`config.mk`:
```
export PLATFORM = sky130hd
export DESIGN_NAME = dpll_dco_flat
export DESIGN_NICKNAME = d
export VERILOG_FILES = /design/src/rtl/dpll_pkg.sv /design/src/rtl/dpll_dco_if.sv /design/src/rtl/dpll_pend_acc.sv /design/src/rtl/dpll_dco.sv /design/src/flat_wrapper.sv
export SDC_FILE = /design/constraint.sdc
export NUM_CORES = 1
export LEC_CHECK = 0
export CORE_MARGIN = 2
export CORE_UTILIZATION = 40
export CTS_CLUSTER_SIZE = 25
export DETAILED_ROUTE_END_ITERATION = 6
export PLACE_DENSITY_LB_ADDON = 0.1
export SLEW_MARGIN = 20
export SYNTH_ARGS = -nofsm -noshare
export SYNTH_HDL_FRONTEND = slang
export SYNTH_SLANG_ARGS = --single-unit
```
`constraint.sdc`:
```
create_clock -name clk -period 8.2 [get_ports clk]
set_input_delay 0.82 -clock clk [delete_from_list [all_inputs] [get_ports clk]]
set_output_delay 0.82 -clock clk [all_outputs]
set_load 0.02 [all_outputs]
```
`src/rtl/dpll_pkg.sv`:
```
// Shared DPLL definitions: default divider settings, pend width helper and the
// correction codes exchanged between loop filter, phase detector and DCO.
package dpll_pkg;

  localparam int DIV_N_DEF    = 16;
  localparam int MAX_PEND_DEF = 3;

  localparam logic [1:0] CORR_NONE = 2'd0;
  localparam logic [1:0] CORR_ADV  = 2'd1;
  localparam logic [1:0] CORR_RET  = 2'd2;

  // Two's-complement width able to hold -max_pend .. +max_pend.
  function automatic int pend_width(input int max_pend);
    return $clog2(max_pend + 1) + 1;
  endfunction

endpackage

```
`src/rtl/dpll_dco_if.sv`:
```
// Loop-filter to DCO link: correction requests in, recovered timing pulses out.
interface dpll_dco_if;

  logic add;
  logic sub;
  logic dco_clk;
  logic strobe;
  logic wrap;
  logic corr_adv;
  logic corr_ret;
  logic ovf;

  modport master (
    output add, sub,
    input  dco_clk, strobe, wrap, corr_adv, corr_ret, ovf
  );

  modport slave (
    input  add, sub,
    output dco_clk, strobe, wrap, corr_adv, corr_ret, ovf
  );

endinterface

```
`src/rtl/dpll_pend_acc.sv`:
```
// Saturating signed accumulator of pending period corrections; consumption is
// applied before the new request so a saturated value drops the request.
module dpll_pend_acc
  import dpll_pkg::*;
#(
  parameter int MAX_PEND = MAX_PEND_DEF,
  parameter int PEND_W   = pend_width(MAX_PEND)
) (
  input  logic                     clk,
  input  logic                     rst_n,
  input  logic                     add,
  input  logic                     sub,
  input  logic                     consume_up,
  input  logic                     consume_dn,
  output logic signed [PEND_W-1:0] pend,
  output logic                     ovf
);

  localparam logic signed [PEND_W-1:0] PMAX    = PEND_W'(MAX_PEND);
  localparam logic signed [PEND_W-1:0] PMIN    = -PMAX;
  localparam logic signed [PEND_W-1:0] PEND_ONE = PEND_W'(1);

  logic signed [PEND_W-1:0] pend_r;
  logic signed [PEND_W-1:0] base_s;
  logic signed [PEND_W-1:0] pend_next_s;
  logic                     ovf_r;
  logic                     ovf_next_s;

  // Next accumulator value: consume toward zero, then apply the net request.
  always_comb begin
    base_s      = pend_r;
    pend_next_s = pend_r;
    ovf_next_s  = 1'b0;
    if (consume_up) begin
      base_s = pend_r + PEND_ONE;
    end else if (consume_dn) begin
      base_s = pend_r - PEND_ONE;
    end else begin
      base_s = pend_r;
    end
    case ({add, sub})
      2'b10: begin
        if (base_s >= PMAX) begin
          pend_next_s = base_s;
          ovf_next_s  = 1'b1;
        end else begin
          pend_next_s = base_s + PEND_ONE;
        end
      end
      2'b01: begin
        if (base_s <= PMIN) begin
          pend_next_s = base_s;
          ovf_next_s  = 1'b1;
        end else begin
          pend_next_s = base_s - PEND_ONE;
        end
      end
      default: pend_next_s = base_s;
    endcase
  end

  // Accumulator and overflow pulse registers.
  always_ff @(posedge clk) begin
    if (!rst_n) begin
      pend_r <= '0;
      ovf_r  <= 1'b0;
    end else begin
      pend_r <= pend_next_s;
      ovf_r  <= ovf_next_s;
    end
  end

  assign pend = pend_r;
  assign ovf  = ovf_r;

endmodule

```
`src/rtl/dpll_dco.sv`:
```
// DPLL DCO: divides clk by DIV_N, shortening or lengthening single periods by
// one cycle as pending loop-filter corrections are consumed at period wrap.
module dpll_dco
  import dpll_pkg::*;
#(
  parameter int DIV_N    = DIV_N_DEF,
  parameter int MAX_PEND = MAX_PEND_DEF
) (
  input  logic       clk,
  input  logic       rst_n,
  dpll_dco_if.slave  bus
);

  localparam int CNT_W  = $clog2(DIV_N + 2);
  localparam int HALF   = DIV_N / 2;
  localparam int PEND_W = pend_width(MAX_PEND);

  localparam logic [CNT_W-1:0] LEN_NOM = CNT_W'(DIV_N);
  localparam logic [CNT_W-1:0] LEN_ADV = CNT_W'(DIV_N - 1);
  localparam logic [CNT_W-1:0] LEN_RET = CNT_W'(DIV_N + 1);
  localparam logic [CNT_W-1:0] HALF_C  = CNT_W'(HALF);
  localparam logic [CNT_W-1:0] ONE_C   = CNT_W'(1);
  localparam logic signed [PEND_W-1:0] PEND_ZERO = PEND_W'(0);

  logic [CNT_W-1:0]         cnt_r;
  logic [CNT_W-1:0]         len_r;
  logic [CNT_W-1:0]         len_next_s;
  logic signed [PEND_W-1:0] pend_s;
  logic                     ovf_s;
  logic                     terminal_s;
  logic                     add_s;
  logic                     sub_s;
  logic                     consume_up_s;
  logic                     consume_dn_s;
  logic [1:0]               corr_sel_s;
  logic                     dco_clk_r;
  logic                     strobe_r;
  logic                     wrap_r;
  logic                     corr_adv_r;
  logic                     corr_ret_r;

  // Terminal detection and choice of the next period length from the old pend.
  always_comb begin
    add_s      = rst_n & bus.add;
    sub_s      = rst_n & bus.sub;
    terminal_s = (cnt_r == (len_r - ONE_C));
    if (terminal_s && (pend_s > PEND_ZERO)) begin
      corr_sel_s = CORR_ADV;
    end else if (terminal_s && (pend_s < PEND_ZERO)) begin
      corr_sel_s = CORR_RET;
    end else begin
      corr_sel_s = CORR_NONE;
    end
    case (corr_sel_s)
      CORR_ADV:  len_next_s = LEN_ADV;
      CORR_RET:  len_next_s = LEN_RET;
      CORR_NONE: len_next_s = LEN_NOM;
      default:   len_next_s = LEN_NOM;
    endcase
    consume_dn_s = (corr_sel_s == CORR_ADV);
    consume_up_s = (corr_sel_s == CORR_RET);
  end

  dpll_pend_acc #(
    .MAX_PEND (MAX_PEND),
    .PEND_W   (PEND_W)
  ) u_acc (
    .clk        (clk),
    .rst_n      (rst_n),
    .add        (add_s),
    .sub        (sub_s),
    .consume_up (consume_up_s),
    .consume_dn (consume_dn_s),
    .pend       (pend_s),
    .ovf        (ovf_s)
  );

  // Phase counter, period length and registered timing outputs.
  always_ff @(posedge clk) begin
    if (!rst_n) begin
      cnt_r      <= '0;
      len_r      <= LEN_NOM;
      dco_clk_r  <= 1'b0;
      strobe_r   <= 1'b0;
      wrap_r     <= 1'b0;
      corr_adv_r <= 1'b0;
      corr_ret_r <= 1'b0;
    end else begin
      dco_clk_r  <= (cnt_r < HALF_C);
      strobe_r   <= (cnt_r == HALF_C);
      wrap_r     <= terminal_s;
      corr_adv_r <= consume_dn_s;
      corr_ret_r <= consume_up_s;
      if (terminal_s) begin
        cnt_r <= '0;
        len_r <= len_next_s;
      end else begin
        cnt_r <= cnt_r + ONE_C;
      end
    end
  end

  assign bus.dco_clk  = dco_clk_r;
  assign bus.strobe   = strobe_r;
  assign bus.wrap     = wrap_r;
  assign bus.corr_adv = corr_adv_r;
  assign bus.corr_ret = corr_ret_r;
  assign bus.ovf      = ovf_s;

endmodule

```
`src/flat_wrapper.sv`:
```
// flat-port wrapper written by rule: the top's interface ports become plain ports
module dpll_dco_flat import dpll_pkg::*;
#(
  parameter int DIV_N    = DIV_N_DEF,
  parameter int MAX_PEND = MAX_PEND_DEF
)
  (clk, rst_n, bus_add, bus_sub, bus_dco_clk, bus_strobe, bus_wrap, bus_corr_adv, bus_corr_ret, bus_ovf);
  dpll_dco_if bus_i ();
  input  logic clk;
  input  logic rst_n;
  input wire logic [$bits(bus_i.add)-1:0] bus_add;
  input wire logic [$bits(bus_i.sub)-1:0] bus_sub;
  output wire logic [$bits(bus_i.dco_clk)-1:0] bus_dco_clk;
  output wire logic [$bits(bus_i.strobe)-1:0] bus_strobe;
  output wire logic [$bits(bus_i.wrap)-1:0] bus_wrap;
  output wire logic [$bits(bus_i.corr_adv)-1:0] bus_corr_adv;
  output wire logic [$bits(bus_i.corr_ret)-1:0] bus_corr_ret;
  output wire logic [$bits(bus_i.ovf)-1:0] bus_ovf;
  assign bus_i.add = bus_add;
  assign bus_i.sub = bus_sub;
  assign bus_dco_clk = bus_i.dco_clk;
  assign bus_strobe = bus_i.strobe;
  assign bus_wrap = bus_i.wrap;
  assign bus_corr_adv = bus_i.corr_adv;
  assign bus_corr_ret = bus_i.corr_ret;
  assign bus_ovf = bus_i.ovf;
  dpll_dco #(.DIV_N(DIV_N), .MAX_PEND(MAX_PEND)) u_core (.clk(clk), .rst_n(rst_n), .bus(bus_i));
endmodule
```
# After elaboration in Yosys (flattened, before gate mapping)
# Index checks and enable logic that the tools add are counted.
# classes
mul	0
div_mod_pow	0
shifts	0
n_addsub	6
n_eq_ne	6
magnitude_cmp	5
bitwise_logic	3
n_mux	11
n_reduce_logical	3
# op_table
operator	n
3-bit two-way mux	4
5-bit case mux with 2 select lines	1
3-bit by 2-bit adder with 3-bit output (second input constant)	2
3-bit case mux with 2 select lines	1
3-bit by 2-bit subtractor with 3-bit output (second input constant)	2
5-bit by 1-bit adder with 5-bit output (second input constant)	1
5-bit by 4-bit equality test with 1-bit output (second input constant)	1
5-bit equality test	1
5-bit by 4-bit less-than comparator with 1-bit output (second input constant)	1
5-bit by 1-bit subtractor with 5-bit output (second input constant)	1
2-bit by 1-bit equality test with 1-bit output (second input constant)	2
2-bit equality test (second input constant)	2
2-bit two-way mux	2
3-bit >= comparator (second input constant)	1
3-bit by 1-bit greater-than comparator with 1-bit output (second input constant)	1
3-bit <= comparator (second input constant)	1
3-bit by 1-bit less-than comparator with 1-bit output (second input constant)	1
1-bit AND	2
1-bit logical AND	2
1-bit two-way mux	2
1-bit case mux with 2 select lines	1
2-bit OR reduction	1
1-bit inverter	1
# word_totals
ramBits	0
reg_bits	19
memories	0
elab_cells	43
output_inout_bits	6
in_bits	4
latchBits	0
rom_bits	0

# Depth between registers and ports, before layout
# Gate-level depths: netlist of the first run.
# logic_depth
word_depth	11
mapped_depth	17
ltp_nobuf	16

# Cells and area by module
# A second synthesis of the first run with hierarchy kept.
# unflattened
hier_cells	127
area_unflattened_um2	1224.9
# by_module_without_submodules
mod	seq_area_each_um2	cells_per_inst	n_inst	area_each_um2
dpll_dco	260.2	59	1	639.4
dpll_pend_acc	80.1	68	1	585.6

# Worst setup path after synthesis of the first run
# No wires, ideal clock.
# synth_path
path_kind	register to register
startpoint	register u_core.len_r[0]
endpoint	register u_core.u_acc.pend_r[1], in the netlist u_core.u_acc.pend[1]
stages_incl_launch_ff	15
t_arrival_ps	3547
slack_ps	4528
cell_sequence	dfxtp_1 ha_1 or3b_4 a2111oi_4 nand2_1 xnor2_1 ha_1 inv_1 ha_1 nor2_1 nand3_1 a21oi_1 or4_1 o22ai_1 a21boi_0
# synth_between
elab_chain_len	11
word_cells_on_any_way	17
cone_classes	3 x add/sub; 2 x order compare; 3 x eq/ne; 7 x mux; 2 x reduce/logical
# synth_rtl
element	line	text
start: declaration	dpll_dco.sv:26	logic [CNT_W-1:0] len_r;
start signal: assignment	dpll_dco.sv:96	len_r <= len_next_s;
5-bit by 1-bit subtractor with 5-bit output *	dpll_dco.sv:46	terminal_s = (cnt_r == (len_r - ONE_C));
5-bit equality test *	dpll_dco.sv:46	
1-bit logical AND	dpll_dco.sv:49	end else if (terminal_s && (pend_s < PEND_ZERO)) begin
2-bit two-way mux	dpll_dco.sv:49	
2-bit two-way mux *	dpll_dco.sv:47	if (terminal_s && (pend_s > PEND_ZERO)) begin
2-bit by 1-bit equality test with 1-bit output	dpll_dco.sv:60	consume_dn_s = (corr_sel_s == CORR_ADV);
3-bit two-way mux	dpll_pend_acc.sv:36	end else if (consume_dn) begin
3-bit two-way mux *	dpll_pend_acc.sv:34	if (consume_up) begin
3-bit by 2-bit subtractor with 3-bit output (tied with other cells)	dpll_pend_acc.sv:55	pend_next_s = base_s - PEND_ONE;
3-bit two-way mux (on tied branches)	dpll_pend_acc.sv:51, dpll_pend_acc.sv:43	
3-bit case mux with 2 select lines *	dpll_pend_acc.sv:41	case ({add, sub})
end signal: assignment	dpll_pend_acc.sv:68	pend_r <= pend_next_s;
end: declaration	dpll_pend_acc.sv:23	logic signed [PEND_W-1:0] pend_r;
# Mark *: on every way between the ends. The rest lies on a longest branch, timed or not.
# A chain may end at the register's enable or synchronous reset.

# Worst setup path in the final report of the first run
# Ends and elaborated chain as after synthesis.

==> flow_summary.yaml, run 1 <==
grt:
  grt_pass1_wl_mm: 4.28
  track_usage: 0.157
  antenna_found_initial: 0
  grt_overflow: 0
  grt_pass1_vias: 982
  grt_start_max_net_pins: 20
placed_design:
  dpl.cell_count: 187
  dpl-instance-area_um2: 1340
  routabilityCongestion: 0.875
  dpl.hpwl_mm: 1.97
  portBuffers: 9
sta:
  timing.slew.headroom: 0.423
  final-hold-violation-count: 0
  fin_tns_setup_ps: 0
  period_needed_ps: 4390
  timing.fmax_ghz: 0.228
  rsz0062_at_grt: "false"
  finalMaxSlewViolations: 0
  tightest_slew_ps: 865
  setup_viol: 0
  min_period_over_period: 0.536
  skew_ps: 10.3
critical_path:
  path_class: "flip-flop to flip-flop"
  r2r_setup_slack_ps: 3810
  reg2reg_depth: 14
  start_kind: "flip-flop"
  crit_path_start: "u_core.len_r[0]"
  r2r_end: "u_core.u_acc.pend[1]"
  end_kind: "flip-flop"
  cp.arrival_ps: 4570
  crit_fanout: 19
  critPathCapture: "u_core.u_acc.pend[1]"
  cp.required_ps: 8380
  timing.rr.start: "u_core.len_r[0]"
yosys:
  yosysWarnings: 0
  syn_area_um2: 1220
  yosysTopAreaCell: "dfxtp_1"
  synth_flop_cell: "dfxtp_1"
  synth_edf_count: 0
  synthCells: 148
  ys_ff_latch: 17
  async_flop_share: 0
  syn_avg_cell_area_um2: 8.23
  synth_top_cell_area_share: 0.279
  yosysUniqueCellTypes: 43
  synthTopCellsByArea: "dfxtp_1, ha_1, inv_1, nand2_1, nor2_1"
  syn-num-nets: 165
  yosysSeqAreaShare: 0.279
clock_network:
  clock-sinks: 17
  hold_buffers: 0
  ctsResizeCount: 0
  path_clk_slew_ps: 100
  cts_tree: "done"
  cts_setup_buffers: 0
  numCtsBuffers: 3
  ctsRootBufferMaster: "clkbuf_4"
  clk_path_buf_depth: 2
  clock_latency_ps: 290
  htree_levels: 1
die:
  die_area_um2: 3500
  rows: 20
  io_pins: 10
  die_w_um: 59.2
  die_height_um: 59.2
  initial_core_util: 0.409
  fp.coreArea_um2: 2980
layout:
  syn_to_final_growth_pct: 12.0
  fin_util: 0.458
  num-nets-final: 176
  drive_above_1_share: 0.0633
  antennaDiodeCount: 0
  design_area_um2: 1370
  instances_no_fill: 191
flow_run:
  maxCapViolCount: 0
power:
  p_leak_nw: 0.586
  ir_drop_mv: 0.0420
  powerDensity_nw_per_um2: 146
route:
  first_pass_iters: 4
  via_per_inst: 5.50
  post_drt_wl_per_cell_um: 13.2
  drt-initial-drc-count: 44
  ant_nets: 0
  detailroute.via_count: 1050
  wirelength_mm: 2.52
  drcViolationCount: 0
outcome:
  status: "complete, no violations"
min_path:
  hold_path.class: "flip-flop to flip-flop"
==> state kept, by name, summed over array words and instances, names as in the netlist <==
register and cells:
u_core.bus.corr_ret 1, u_core.u_acc.pend 3, u_core.cnt_r 5, u_core.len_r 3, u_core.u_acc.ovf 1, u_core.bus.dco_clk 1
u_core.bus.corr_adv 1, u_core.bus.wrap 1, u_core.bus.strobe 1
==> through the flow <==
step / worst slack [ps] / total power [W] / hold WS (ps)
global placement: 3920 / 0.000157 / 468
detailed placement: 3800 / 0.000157 / 486
CTS: 3780 / 0.000202 / 508
floorplan: 4530 / 0.000142 / 442
finish: 3810 / 0.000199 / 499
global route: 3350 / 0.000216 / 552
==> final cells by class <==
class	instances	area (um2)
flip-flops and latches	17	340
repair buffers	9	90.1
inverters	18	67.6
well taps	33	41.3
multi-input cells	110	798
clock buffers	3	22.5
fillers	302	1610
clock inverters	1	5.00
==> layout by cell type (no fill, tap or decap), types with 2 or more instances in the layout <==
cell / Yosys / routed
a21oi_1: 6 / 6
a31oi_1: 3 / 3
and2_1: 4 / 4
and3_1: 3 / 3
and4b_1: 2 / 2
clkbuf_4: 0 / 3
clkdlybuf4s50_1: 0 / 9
dfxtp_1: 17 / 17
ha_1: 13 / 13
inv_1: 18 / 18
nand2_1: 13 / 13
nand2b_1: 3 / 3
nand3_1: 7 / 7
nand3b_1: 2 / 2
nand4_1: 2 / 2
nor2_1: 12 / 12
nor3_1: 4 / 4
o211a_1: 2 / 2
o211ai_1: 2 / 2
o21ai_0: 4 / 4
o22ai_1: 2 / 2
xnor2_1: 4 / 4
xor2_1: 2 / 2
==> routing by layer <==
metal | up-vias | GRT usage | share of wire
met3 | 2 | 0.0197 | 0.022
met2 | 20 | 0.283 | 0.51
met5 | - | 0 | 0
met4 | 0 | 0.0487 | 0.0083
li1 | 547 | - | -
met1 | 481 | 0.193 | 0.46
==> Yosys cell counts, types with 2 or more instances <==
cell type and n:
inv_1 18, dfxtp_1 17, ha_1 13, nand2_1 13
nor2_1 12, nand3_1 7, a21oi_1 6, and2_1 4
nor3_1 4, o21ai_0 4, xnor2_1 4, a31oi_1 3
and3_1 3, nand2b_1 3, and4b_1 2, clkbuf_1 2
nand3b_1 2, nand4_1 2, o211a_1 2, o211ai_1 2
o22ai_1 2, xor2_1 2
==> critical path: stages, from the launching register on <==
cell	delay [ps]
dfxtp_1	410
ha_1	180
or3b_4	390
a2111oi_4	830
nand2_1	140
xnor2_1	540
ha_1	350
inv_1	80
ha_1	350
nor2_1	110
nand3_1	110
a21oi_1	50
or4_1	510
o22ai_1	140
a21boi_0	100
==> cells by family (layout without fill, tap and decap cells) <==
group | after synthesis | in the layout | share of synthesized area
simple gates | 59 | 59 | 0.258
compound gates | 30 | 30 | 0.193
buf+inv | 21 | 31 | 0.0657
flops | 17 | 17 | 0.279
fa+ha+maj | 13 | 13 | 0.133
xor+xnor | 7 | 7 | 0.0626
mux | 1 | 1 | 0.00821
==> where the power goes <==
part	total [W]	internal, W	switching, W
registers	0.0000917	0.0000861	0.00000554
clock network	0.0000438	0.0000181	0.0000257
logic	0.0000639	0.0000264	0.0000376
total	0.000199	0.000131	0.0000688
==> worst min path at each step <==
stage,slack (ps),to,from,cells past startpoint
after floorplan,440,u_core.len_r[4],u_core.len_r[4],2
after global placement,470,u_core.len_r[4],u_core.len_r[4],2
after detailed placement,490,u_core.len_r[4],u_core.len_r[4],2
after CTS,510,u_core.len_r[4],u_core.len_r[4],2
after global routing,550,u_core.len_r[4],u_core.len_r[4],2
final,500,u_core.len_r[4],u_core.len_r[4],2
No activity file was read; power rests on OpenSTA's default activity.
==> run 2: changes to the inputs <==
- clock period: 8.2 -> 4.4 ns (I/O delays scaled with it)
==> run 2 against run 1 <==
  * Via count up 2.8%
  * First-iteration DRC count increased by 36%
  * Combinational power up 92%
  * Sequential cell count did not move
  * Hold slack lost 12 ps
  * Highest routed layer unchanged
==> flow_summary.yaml, run 2 (synthesis results as in run 1) <==
outcome:
  status: "complete, no violations"
placed_design:
  dpl.cell_count: 189
  dpl-instance-area_um2: 1350
  routabilityCongestion: 0.896
  portBuffers: 9
  dpl.hpwl_mm: 1.88
critical_path:
  cp.required_ps: 4580
  start_kind: "flip-flop"
  reg2reg_depth: 16
  cpLargestDelayFamily: "simple AND/OR/NAND/NOR gates"
  timing.rr.start: "u_core.len_r[0]"
  critPathMostFrequentCell: "ha_1"
  r2r_end: "u_core.u_acc.pend[0]"
  path_cells: "ha_1, or3b_4, a2111oi_4, buf_4, and4b_1, a21oi_1, nand2_1, ha_1, inv_1, ha_1, nand2_1, a21oi_1, and2_1, a221oi_1, nand4_1, o311ai_1"
  r2r_setup_slack_ps: 630
  end_kind: "flip-flop"
  cpMaxStageDelayCell: "a221oi_1"
  crit_buf_inv: 2
  cp.arrival_ps: 3960
  cp.depth: 16
  crit_fanout: 18
  path_class: "flip-flop to flip-flop"
  max_stage_delay_ps: 450
min_path:
  hp-start: "u_core.len_r[4]"
  hold_path.class: "flip-flop to flip-flop"
  holdPathEnd: "u_core.len_r[4]"
  hold_depth: 2
clock_network:
  cts_setup_buffers: 0
  clock_latency_ps: 280
  ctsResizeCount: 0
  path_clk_slew_ps: 90
  cts_tree: "done"
  htree_levels: 1
  clk_path_buf_depth: 2
  clock-sinks: 17
  hold_buffers: 0
  numCtsBuffers: 3
  ctsRootBufferMaster: "clkbuf_4"
die:
  initial_core_util: 0.409
  io_pins: 10
  die_height_um: 59.2
  die_area_um2: 3500
  fp.coreArea_um2: 2980
  rows: 20
  die_w_um: 59.2
sta:
  min_period_over_period: 0.858
  skew_ps: 5.10
  period_needed_ps: 3770
  fin_tns_setup_ps: 0
  timing.slew.headroom: 0.670
  final-hold-violation-count: 0
  timing.fmax_ghz: 0.265
  finalMaxSlewViolations: 0
  rsz0062_at_grt: "false"
  setup_viol: 0
  tightest_slew_ps: 492
grt:
  grt_overflow: 0
  antenna_found_initial: 0
  track_usage: 0.149
  grt_start_max_net_pins: 19
  grt_pass1_vias: 993
  grt_pass1_wl_mm: 4.15
power:
  ir_drop_mv: 0.102
  powerDensity_nw_per_um2: 270
  p_leak_nw: 0.594
layout:
  nFillCells: 295
  fin_util: 0.463
  syn_to_final_growth_pct: 13.1
  instances_no_fill: 193
  num-nets-final: 178
  layout_common_cells: "inv_1, dfxtp_1, nand2_1, ha_1, nor2_1"
  design_area_um2: 1380
  top_register: "u_core.cnt_r"
  largest_register_ffs: 5
  drive_above_1_share: 0.0688
  final_common_cell: "inv_1"
  antennaDiodeCount: 0
flow_run:
  maxCapViolCount: 0
route:
  via_per_inst: 5.59
  wirelength_mm: 2.40
  drt-initial-drc-count: 60
  detailroute.via_count: 1079
  first_pass_iters: 4
  post_drt_wl_per_cell_um: 12.5
  drcViolationCount: 0
  ant_nets: 0
==> run 2: cell types whose count changed in the layout (fill, tap and decap cells not counted) <==
cell      before  now
clkbuf_1       0    1
clkinv_2       1    0
buf_4          0    2
==> run 2: metrics by stage <==
step / power [W] / setup WS (ps) / hold slack, ps
floorplan: 0.000265 / 728 / 442
global placement: 0.000292 / 772 / 459
detailed placement: 0.000293 / 686 / 477
CTS: 0.000373 / 655 / 499
global route: 0.000400 / 295 / 528
finish: 0.000373 / 627 / 487
==> run 2: tightest hold or removal path: stages (launching register included) <==
cell and delay, ps:
dfxtp_1 340, nor2_1 50, nor2_1 70
==> run 2: cell type report <==
type / instances / area [um2] / share of cell area
multi-input combinational: 110 / 798 / 0.579
sequential: 17 / 340 / 0.247
timing repair buffer: 11 / 105 / 0.0762
inverter: 18 / 67.6 / 0.0490
tap: 33 / 41.3 / 0.0299
clock buffer: 4 / 26.3 / 0.0191
==> run 2: how the worst max path moves through the flow <==
stage	to	slack, ps	startpoint
final	u_core.u_acc.pend[0]	630	u_core.len_r[0]
after global routing	u_core.u_acc.pend[1]	300	u_core.len_r[0]
after CTS	u_core.u_acc.pend[1]	660	u_core.len_r[0]
after detailed placement	u_core.u_acc.pend[1]	690	u_core.len_r[0]
after global placement	u_core.u_acc.pend[1]	770	u_core.len_r[3]
after floorplan	u_core.u_acc.pend[1]	730	u_core.len_r[0]
==> run 2: per-layer routing <==
layer	vias to the layer above	wire, um	GRT usage
li1	549	-	-
met1	498	1170	0.201
met2	28	1140	0.237
met3	4	54	0.0197
met4	0	36	0.0617
met5	-	0	0
==> run 2: where the power goes <==
part	internal, W	switching (W)	total [W]
Sequential	0.000160	0.00000952	0.000170
Combinational	0.0000504	0.0000721	0.000123
Clock	0.0000351	0.0000449	0.0000801
Total	0.000246	0.000127	0.000373
